===== src/rtl/aer_src_arbiter.sv =====
// rtl/aer_src_arbiter.sv - N-source AER arbiter: fixed-priority control events, round-robin neuron events
module aer_src_arbiter #(
  parameter int N_SRC       = 4,
  parameter int AER_WIDTH   = 10,
  parameter int TIMEOUT_CYC = 255,
  parameter int CNT_WIDTH   = 32,
  localparam int GW         = (N_SRC > 1) ? $clog2(N_SRC) : 1,
  localparam int IW         = AER_WIDTH - 2
) (
  input  logic                            clk,
  input  logic                            rst_n,
  input  logic [N_SRC-1:0]                src_req,
  input  logic [N_SRC-1:0][AER_WIDTH-1:0] src_event,
  input  logic [N_SRC-1:0][IW-1:0]        src_idx,
  output logic [N_SRC-1:0]                src_ack,
  output logic                            out_req,
  output logic [AER_WIDTH-1:0]            out_event,
  output logic [IW-1:0]                   out_idx,
  input  logic                            out_ack,
  output logic                            busy,
  output logic [GW-1:0]                   grant_id,
  output logic [CNT_WIDTH-1:0]            evt_count,
  output logic                            err_timeout
);

  // Timeout counter only needs to reach TIMEOUT_CYC; it saturates there.
  localparam int TW = (TIMEOUT_CYC > 0) ? $clog2(TIMEOUT_CYC + 1) : 1;

  typedef enum logic [1:0] {
    S_IDLE = 2'd0,
    S_REQ  = 2'd1,
    S_ACK  = 2'd2
  } state_t;

  state_t        state;
  logic [GW-1:0] rr_ptr;
  logic          grant_cls1;
  logic [TW-1:0] tmo_cnt;

  logic          cls1_hit;
  logic [GW-1:0] cls1_id;
  logic          rr_hit;
  logic [GW-1:0] rr_id;
  logic [GW-1:0] winner;
  logic          launch;
  logic [GW-1:0] rr_next;
  int            cand;

  // Class 1: lowest-index requester carrying a control (non-neuron) event type.
  // Class 2: first requester at or above rr_ptr, wrapping past the top index.
  always_comb begin
    cls1_hit = 1'b0;
    cls1_id  = '0;
    rr_hit   = 1'b0;
    rr_id    = '0;
    cand     = 0;
    for (int i = N_SRC - 1; i >= 0; i--) begin
      if (src_req[i] && (src_event[i][AER_WIDTH-1 -: 2] != 2'b00)) begin
        cls1_hit = 1'b1;
        cls1_id  = GW'(i);
      end
    end
    // Descending scan so the smallest offset from rr_ptr is written last and wins.
    for (int k = N_SRC - 1; k >= 0; k--) begin
      cand = int'(rr_ptr) + k;
      if (cand >= N_SRC) cand = cand - N_SRC;
      if (src_req[cand]) begin
        rr_hit = 1'b1;
        rr_id  = GW'(cand);
      end
    end
  end

  // Winner selection and launch qualification; a stale out_ack blocks a new launch.
  always_comb begin
    winner  = cls1_hit ? cls1_id : rr_id;
    launch  = (state == S_IDLE) && (cls1_hit || rr_hit) && !out_ack;
    rr_next = (grant_id == GW'(N_SRC - 1)) ? '0 : grant_id + GW'(1);
  end

  assign busy = (state != S_IDLE);

  // Transfer FSM: IDLE -> REQ (mapper handshake) -> ACK (source handshake) -> IDLE.
  always_ff @(posedge clk or negedge rst_n) begin
    if (!rst_n) begin
      state       <= S_IDLE;
      rr_ptr      <= '0;
      grant_cls1  <= 1'b0;
      tmo_cnt     <= '0;
      src_ack     <= '0;
      out_req     <= 1'b0;
      out_event   <= '0;
      out_idx     <= '0;
      grant_id    <= '0;
      evt_count   <= '0;
      err_timeout <= 1'b0;
    end else begin
      case (state)
        S_IDLE: begin
          if (launch) begin
            out_event  <= src_event[winner];
            out_idx    <= src_idx[winner];
            grant_id   <= winner;
            grant_cls1 <= cls1_hit;
            out_req    <= 1'b1;
            tmo_cnt    <= '0;
            state      <= S_REQ;
          end
        end
        S_REQ: begin
          if (out_ack) begin
            out_req           <= 1'b0;
            src_ack[grant_id] <= 1'b1;
            state             <= S_ACK;
          end else if ((TIMEOUT_CYC != 0) && (tmo_cnt != TW'(TIMEOUT_CYC))) begin
            // Keep waiting after a timeout; the flag is only a sticky diagnostic.
            tmo_cnt <= tmo_cnt + TW'(1);
            if (tmo_cnt == TW'(TIMEOUT_CYC - 1)) err_timeout <= 1'b1;
          end
        end
        S_ACK: begin
          if (!src_req[grant_id]) begin
            src_ack   <= '0;
            evt_count <= evt_count + CNT_WIDTH'(1);
            state     <= S_IDLE;
            // Control-event grants do not disturb neuron-event fairness.
            if (!grant_cls1) rr_ptr <= rr_next;
          end
        end
        default: state <= S_IDLE;
      endcase
    end
  end

endmodule


===== config.mk =====
export PLATFORM = sky130hd
export DESIGN_NAME = aer_src_arbiter
export DESIGN_NICKNAME = d
export VERILOG_FILES = /design/src/rtl/aer_src_arbiter.sv
export SDC_FILE = /design/constraint.sdc
export NUM_CORES = 1
export LEC_CHECK = 0
export ABC_AREA = 0
export CAP_MARGIN = 20
export CORE_ASPECT_RATIO = 1.1
export CORE_MARGIN = 4
export CORE_UTILIZATION = 25
export CTS_BUF_LIST = sky130_fd_sc_hd__clkbuf_8
export DETAILED_ROUTE_END_ITERATION = 6
export GPL_ROUTABILITY_DRIVEN = 1
export PLACE_DENSITY = 0.47
export SLEW_MARGIN = 15
export SYNTH_ARGS = -nofsm -noshare
export SYNTH_HDL_FRONTEND = slang
export SYNTH_SLANG_ARGS = --single-unit
export TNS_END_PERCENT = 5

===== constraint.sdc =====
create_clock -name clk -period 3.58 [get_ports clk]
set_input_delay 0.716 -clock clk [delete_from_list [all_inputs] [get_ports clk]]
set_output_delay 0.716 -clock clk [all_outputs]
set_load 0.03 [all_outputs]

Yosys cells after proc, flatten, opt, wreduce, memory -nomap -nowiden
Cells that the tools add are included.
{"block": "totals", "regBits": 71, "input_bits": 79, "output_inout_bits": 59, "wordCells": 127}
{"block": "classes", "addsub": 10, "n_lt_le_gt_ge": 11, "eq_ne": 10, "mux": 56, "n_bitwise": 4, "reduce_logical": 25}
{"cell": "$lt A32 B4 Y1 const B", "n": 4}
{"cell": "$mux W32", "n": 4}
{"cell": "$add A32 B1 Y32 const B", "n": 1}
{"cell": "$mux W8", "n": 4}
{"cell": "$mux W2", "n": 13}
{"cell": "$bmux W10 S2", "n": 1}
{"cell": "$mux W1", "n": 20}
{"cell": "$bmux W8 S2", "n": 1}
{"cell": "$pmux W8 S2", "n": 1}
{"cell": "$reduce_bool A2 Y1", "n": 7}
{"cell": "$reduce_and A3 Y1", "n": 4}
{"cell": "$sub A3 B3 Y4 const B", "n": 3}
{"cell": "$bmux W1 S2", "n": 5}
{"cell": "$mux W10", "n": 1}
{"cell": "$ne A2 B2 Y1 const B", "n": 5}
{"cell": "$ge A3 B3 Y1 const B", "n": 3}
{"cell": "$add A8 B1 Y8 const B", "n": 1}
{"cell": "$eq A8 B8 Y1 const B", "n": 1}
{"cell": "$mux W4", "n": 2}
{"cell": "$ne A8 B8 Y1 const B", "n": 1}
{"cell": "$pmux W4 S2", "n": 1}
{"cell": "$reduce_and A4 Y1", "n": 2}
{"cell": "$logic_and A1 B1 Y1", "n": 7}
{"cell": "$add A2 B2 Y3 const B", "n": 2}
{"cell": "other kinds (17)", "n": 22}

Depth between registers and ports, before layout
Gate-level depths: netlist of the first run.
{"block": "depth", "word_depth": 15, "ltp_mapped": 7, "ltp_nobuf": 6}

Worst setup path before layout of the first run
No wires, ideal clock.
{"block": "synth_timing", "path_type": "in2reg", "from": "input port src_req[3]", "to": "register rr_ptr[1]", "setup_time_ns": 0.125, "t_arrival_ns": 2.186, "required_ns": 3.455, "setup_slack_ns": 1.269, "cell_stages": 4, "n_path_buf": 0, "path_cell_list": "mux4_2 or3b_4 nor2_2 mux2_2"}
{"block": "synth_between", "elab_chain_cells": 4}
{"item": "start, declared", "line_no": "12", "text": "input logic [N_SRC-1:0] src_req,"}
{"item": "$bmux W1 S2", "line_no": "122", "text": "if (!src_req[grant_id]) begin"}
{"item": "$mux W1 (not written as such)", "line_no": "122"}
{"item": "$not A1 Y1 (no line)"}
{"item": "$reduce_and A3 Y1 (no line)"}
{"item": "end signal, assigned", "line_no": "127", "text": "if (!grant_cls1) rr_ptr <= rr_next;"}
{"item": "end, declared", "line_no": "36", "text": "logic [GW-1:0] rr_ptr;"}
Every way passes these cells. The select of a mux whose other input is x is not followed.
A chain may end at the register's enable or synchronous reset.

Worst setup path in the final report of the first run
{"block": "layout_timing", "from": "input port src_req[3]", "to": "register evt_count[24]"}
{"block": "layout_between", "elab_chain_cells": 4}
{"item": "$bmux W1 S2", "line_no": "122"}
{"item": "$mux W1 (not written as such)", "line_no": "122"}
{"item": "$not A1 Y1 (no line)"}
{"item": "$reduce_and A2 Y1 (no line)"}
{"item": "end signal, assigned", "line_no": "124", "text": "evt_count <= evt_count + CNT_WIDTH'(1);"}
{"item": "end, declared", "line_no": "22", "text": "output logic [CNT_WIDTH-1:0] evt_count,"}
Every way passes these cells. The select of a mux whose other input is x is not followed.

==> impl_metrics.env, run 1 <==
export IMPL_power_switching_w=0.001157
export IMPL_fin_crit_ns=2.671
export IMPL_cap_viol_max_count=0
export IMPL_drcViolationCount=0
export IMPL_syn_num_nets=447
export IMPL_multi_input_area_mm2=0.001948
export IMPL_grt_pass1_wl_mm=18.10
export IMPL_antenna_found_initial=0
export IMPL_synth_flop_cell="dfrtp_1"
export IMPL_placement_io_buffers=137
export IMPL_finalWorstSetupSlack_ns=0.9091
export IMPL_maxSlewHeadroom=0.3776
export IMPL_fmax_mhz=374.4
export IMPL_path_clk_slew_ns=0.09
export IMPL_fin_tns_setup_ns=0
export IMPL_cts_tree="yes"
export IMPL_hold_violations=0
export IMPL_yosysUniqueCellTypes=55
export IMPL_clock_sink_count=71
export IMPL_swShare=0.3795
export IMPL_internal_power_w=0.001892
export IMPL_cp_end_kind="flip-flop"
export IMPL_num_io_pins=138
export IMPL_ir_drop_uv=198.1
export IMPL_fin_hold_ws_ns=0.4763
export IMPL_status="finished, final reports clean"
export IMPL_ys_seq_elements=71
export IMPL_pwr_share_clk=0.247
export IMPL_netlist_area_mm2=0.003807
export IMPL_grt_max_degree=72
export IMPL_cts_resized_gates=0
export IMPL_pre_cts_slack_ns=0.5478
export IMPL_setup_worst_path_class="in2reg"
export IMPL_ctsHoldBuffers=0
export IMPL_avgViaCountPerCell=4.616
export IMPL_n_fill_cell=1561
export IMPL_cp_required_ns=3.86
export IMPL_grt_use_total=0.1317
export IMPL_gp_congestion=0.8115
export IMPL_ant_nets=0
export IMPL_dieHeight_um=137.4
export IMPL_async_flop_share=1.000
export IMPL_num_vias=3254
export IMPL_syn_area_per_cell_um2=10.55
export IMPL_period_share=0.7461
export IMPL_grt_overflow=0
export IMPL_clk_insertion_delay_late_ns=0.35
export IMPL_rsz0062_at_grt="false"
export IMPL_dieArea_mm2=0.01727
export IMPL_layout_drive_gt1_share=0.09627
export IMPL_drv_slew=0
export IMPL_initial_core_util=0.2539
export IMPL_diodes=0
export IMPL_yosysWarningCount=0
export IMPL_die_x_um=125.7
export IMPL_powerDensity_mw_per_mm2=541.0
export IMPL_regArea_mm2=0.001777
export IMPL_htreeDepth=3
export IMPL_leakage_nw=2.411
export IMPL_worstMarginPinSlew_ns=0.9337
export IMPL_setup_viol=0
export IMPL_start_kind="primary input"
export IMPL_wirelength_mm=11.03
export IMPL_area_growth_synth_to_final_pct=48.04
export IMPL_dr_pass1_iters=5
export IMPL_final_nets=590
export IMPL_seq_power_share=0.368
export IMPL_row_count=47
export IMPL_cts_setup_buffers=0
export IMPL_p_comb_frac=0.385
export IMPL_cts_root_buf="clkbuf_8"
export IMPL_hpwl_mm=8.329
export IMPL_cts_buffers=9
export IMPL_synth_edff_count=0
export IMPL_hp_class="reg2reg"
export IMPL_syn_inst=361
export IMPL_placed_area_mm2=0.005410
export IMPL_dr_first_iter_drc_count=148
export IMPL_wire_per_inst_um=15.65
export IMPL_final_area_mm2=0.005637
export IMPL_core_mm2=0.01500
export IMPL_clk_path_buf_depth=2
export IMPL_grt_pass1_vias=3485
export IMPL_path_max_fanout=10
export IMPL_crit_arrival_ns=2.95
export IMPL_synth_seq_area_share=0.4666
export IMPL_clock_skew_ns=0.01295
[power groups by stage]
stage | combinational (W) | clock [W] | sequential, W
6_report | 0.00117 | 0.000754 | 0.00112
5_1_grt | 0.00127 | 0.000819 | 0.00115
4_1_cts | 0.00120 | 0.000781 | 0.00113
3_5_place_dp | 0.00119 | 0 | 0.00114
3_3_place_gp | 0.00119 | 0 | 0.00114
2_1_floorplan | 0.000400 | 0 | 0.00138
[layout by cell type, fill, tap and decap left out, types with 2 or more instances in the layout]
cell type	count
a21bo_2	10
a21oi_1	6
a221oi_1	6
and2_1	2
and3_1	10
and4_1	4
buf_4	7
bufinv_16	2
clkbuf_8	9
clkdlybuf4s50_1	136
dfrtp_1	71
ha_1	7
inv_1	7
inv_6	3
mux2i_1	27
nand2_1	38
nand2b_1	2
nand3_1	19
nand4_1	14
nor2_1	24
nor4_1	2
o211ai_1	11
o21a_1	2
o21ai_0	18
o21ai_1	3
o221ai_1	3
or3b_1	2
xnor2_1	25
xor2_1	11
[per-layer routing]
layer,up-vias,GRT usage,part of all wire
met3,10,0.05816,0.099
met1,1524,0.1661,0.44
met2,125,0.2024,0.45
li1,1595,-,-
met4,0,0.04337,0.012
met5,-,0,0
[Yosys cell counts (2+ instances only)]
master / number / area (µm²)
dfrtp_1: 71 / 1777
nand2_1: 38 / 142.6
mux2i_1: 27 / 270.3
xnor2_1: 25 / 219.0
nor2_1: 24 / 90.09
nand3_1: 19 / 95.09
o21ai_0: 18 / 90.09
nand4_1: 14 / 87.58
o211ai_1: 11 / 82.58
xor2_1: 11 / 96.34
a21bo_2: 10 / 100.1
and3_1: 10 / 62.56
ha_1: 7 / 87.58
inv_1: 7 / 26.28
a21oi_1: 6 / 30.03
a221oi_1: 6 / 52.55
clkbuf_1: 5 / 18.77
and4_1: 4 / 35.03
buf_2: 3 / 15.01
o21ai_1: 3 / 15.01
o221ai_1: 3 / 26.28
and2_1: 2 / 12.51
nand2b_1: 2 / 12.51
nor4_1: 2 / 12.51
o21a_1: 2 / 15.01
or3b_1: 2 / 17.52
[per-stage QoR]
step / instances / utilization / total power [W]
6_report: 705 / 0.3759 / 0.003050
4_1_cts: 705 / 0.3759 / 0.003105
3_5_place_dp: 689 / 0.3608 / 0.002333
3_3_place_gp: 689 / 0.3608 / 0.002326
5_1_grt: 705 / 0.3759 / 0.003245
2_1_floorplan: 361 / - / 0.001784
[state kept, by name, indices dropped and copies added (netlist names)]
name and cells:
err_timeout 1, evt_count 32, grant_cls1 1, grant_id 2
out_event 10, out_idx 8, out_req 1, rr_ptr 2
src_ack 4, state 2, tmo_cnt 8
[worst paths after layout]
| check | slack, ns | startpoint | cells past startpoint | end |
|---|---|---|---|---|
| worst max-delay path | 0.91 | src_req[3] | 5 | evt_count[24]$_DFFE_PN0P_ |
| worst min-delay path | 0.48 | evt_count[31]$_DFFE_PN0P_ | 1 | evt_count[31]$_DFFE_PN0P_ |
| worst max register to register | 1.36 | grant_id[1]$_DFFE_PN0P_ | 4 | evt_count[24]$_DFFE_PN0P_ |
| worst min register to register | 0.48 | evt_count[31]$_DFFE_PN0P_ | 1 | evt_count[31]$_DFFE_PN0P_ |
| max in group asynchronous | 2.45 | rst_n | 1 | tmo_cnt[2]$_DFFE_PN0P_ |
| min in group asynchronous | 0.50 | rst_n | 1 | evt_count[7]$_DFFE_PN0P_ |
[cell families after synthesis]
logic type / synth area share
compound gates: 0.1328
fa+ha+maj: 0.02300
buf+inv: 0.02169
simple gates: 0.1932
xor+xnor: 0.08281
mux: 0.07985
flops: 0.4666
[final cells by class]
class,instances,share of cell area
sequential,71,0.3152
multi-input combinational,272,0.3456
clock inverter,7,0.01820
timing repair buffer,143,0.2508
tap,196,0.04351
clock buffer,9,0.02198
inverter,7,0.004661
[critical path: stages]
cell and delay [ns]:
clkdlybuf4s50_1 0.55, mux4_2 0.66, nor4b_4 0.61, and3_1 0.25
xor2_1 0.15
Power figures use the tool's default switching activity.
==> run 2: changes to the inputs <==
Clock period 3.58 ns to 2.7 ns, I/O delays scaled along.
==> run 2 against run 1 <==
  * Utilization is 1.7 points higher
  * Critical path type unchanged
  * Worst hold slack worse by 0.15 ns
  * Routed wire length is 2.5% higher
  * Highest routed layer unchanged
  * Combinational power is 40% higher
  * Clock power increased by 45%
  * Die area unchanged
  * Flip-flop and latch count unchanged
  * Sequential power rose by 34%
  * Critical path depth is 4 higher
  * Sequential share of layout area decreased by 1.4 points
  * First-iteration DRC count rose by 6.8%
  * Global-route usage is 0.25 points higher
==> impl_metrics.env, run 2 (synthesized netlist as in run 1, its figures left out) <==
export IMPL_status="finished, final reports clean"
export IMPL_maxSlewHeadroom=0.3804
export IMPL_path_max_fanout=9
export IMPL_ctsHoldBuffers=0
export IMPL_crit_arrival_ns=2.66
export IMPL_cts_setup_buffers=0
export IMPL_cts_root_buf="clkbuf_8"
export IMPL_gp_congestion=0.8566
export IMPL_hp_class="in2async"
export IMPL_ir_drop_uv=284.7
export IMPL_clk_path_buf_depth=2
export IMPL_cp_end_kind="flip-flop"
export IMPL_dr_first_iter_drc_count=158
export IMPL_powerDensity_mw_per_mm2=715.9
export IMPL_clock_skew_ns=0.01076
export IMPL_final_common_cell="clkdlybuf4s50_1"
export IMPL_layout_drive_gt1_share=0.1402
export IMPL_core_mm2=0.01500
export IMPL_crit_buf_inv=3
export IMPL_row_count=47
export IMPL_grt_max_degree=72
export IMPL_wire_per_inst_um=15.48
export IMPL_drcViolationCount=0
export IMPL_top_register="evt_count"
export IMPL_htreeDepth=3
export IMPL_cp_slowest_cell="clkdlybuf4s50_1"
export IMPL_path_cells="clkdlybuf4s50_1, buf_4, nand2_1, o21a_1, a221o_1, nand2_4, buf_12, mux2i_1, a221oi_1"
export IMPL_dieHeight_um=137.4
export IMPL_dieArea_mm2=0.01727
export IMPL_pre_cts_slack_ns=-0.06016
export IMPL_largest_reg_flops=32
export IMPL_hpwl_mm=8.619
export IMPL_die_x_um=125.7
export IMPL_largestRegisters="evt_count: 32 flops, out_event: 10 flops"
export IMPL_dr_pass1_iters=4
export IMPL_diodes=0
export IMPL_grt_use_total=0.1341
export IMPL_initial_core_util=0.2539
export IMPL_cpPeakStageDelay_ns=0.61
export IMPL_grt_pass1_wl_mm=18.58
export IMPL_rsz0062_at_grt="false"
export IMPL_p_total_w=0.004222
export IMPL_fin_tns_setup_ns=0
export IMPL_wirelength_mm=11.31
export IMPL_clk_insertion_delay_late_ns=0.34
export IMPL_fin_crit_ns=2.420
export IMPL_cts_buffers=9
export IMPL_finalWorstSetupSlack_ns=0.2803
export IMPL_period_share=0.8962
export IMPL_cp_required_ns=2.94
export IMPL_drv_slew=0
export IMPL_path_delay_family="buffers and inverters"
export IMPL_clock_sink_count=71
export IMPL_leakage_nw=2.571
export IMPL_placement_io_buffers=137
export IMPL_setup_worst_path_class="in2reg"
export IMPL_num_vias=3361
export IMPL_grt_pass1_vias=3615
export IMPL_hold_violations=0
export IMPL_cap_viol_max_count=0
export IMPL_antenna_found_initial=0
export IMPL_final_nets=616
export IMPL_avgViaCountPerCell=4.598
export IMPL_worstMarginPinSlew_ns=0.9295
export IMPL_layout_common_cells="136 x clkdlybuf4s50_1, 71 x dfrtp_1, 38 x nand2_1, 30 x buf_4, 27 x mux2i_1"
export IMPL_cts_tree="yes"
export IMPL_path_clk_slew_ns=0.09
export IMPL_grt_overflow=0
export IMPL_fmax_mhz=413.3
export IMPL_area_growth_synth_to_final_pct=54.88
export IMPL_cts_resized_gates=0
export IMPL_setup_viol=0
export IMPL_start_kind="primary input"
export IMPL_ant_nets=0
export IMPL_num_io_pins=138
## run 2: path summary, 6_finish.rpt
| kind | from | slack, ns | depth (start not counted) | endpoint |
|---|---|---|---|---|
| max | src_req[0] | 0.28 | 9 | out_idx[0]$_DFFE_PN0P_ |
| min in group clk | evt_count[31]$_DFFE_PN0P_ | 0.47 | 1 | evt_count[31]$_DFFE_PN0P_ |
| max reg2reg | grant_id[1]$_DFFE_PN0P_ | 0.58 | 4 | rr_ptr[1]$_DFFE_PN0P_ |
| max in group asynchronous | rst_n | 1.76 | 1 | out_event[6]$_DFFE_PN0P_ |
| min | rst_n | 0.32 | 1 | tmo_cnt[0]$_DFFE_PN0P_ |
| min reg2reg | evt_count[31]$_DFFE_PN0P_ | 0.47 | 1 | evt_count[31]$_DFFE_PN0P_ |
## run 2: metrics by stage
step                      utilization  hold slack [ns]  instance area [µm²]  std cells
after global routing           0.3932           0.4139                 5897        731
after detailed placement       0.3763           0.4652                 5643        715
final                          0.3932           0.3250                 5897        731
after global placement         0.3763           0.4580                 5643        715
after CTS                      0.3932           0.3706                 5897        731
after floorplan                     -           0.2444                 3807        361
## run 2: area by class of cell
type | instances | area (µm²)
multi-input cells | 272 | 1948
well taps | 196 | 245.2
inverters | 7 | 26.28
repair buffers | 169 | 1647
clock buffers | 10 | 137.6
flip-flops and latches | 71 | 1777
fillers | 1543 | 9099
clock inverters | 6 | 116.4
## run 2: power breakdown
group          internal, W  total [W]  switching, W  leakage, nW
sequential         0.00129    0.00150      0.000210        0.931
clock             0.000646    0.00109      0.000440        0.127
combinational     0.000762    0.00164      0.000876         1.51
total              0.00270    0.00422       0.00153         2.57
## run 2: per-layer routing
metal / wire (µm) / vias to the layer above / track usage
li1: - / 1654 / -
met1: 4958 / 1577 / 0.1645
met2: 5121 / 123 / 0.2164
met3: 1084 / 7 / 0.05816
met4: 149 / 0 / 0.03735
met5: 0 / - / 0
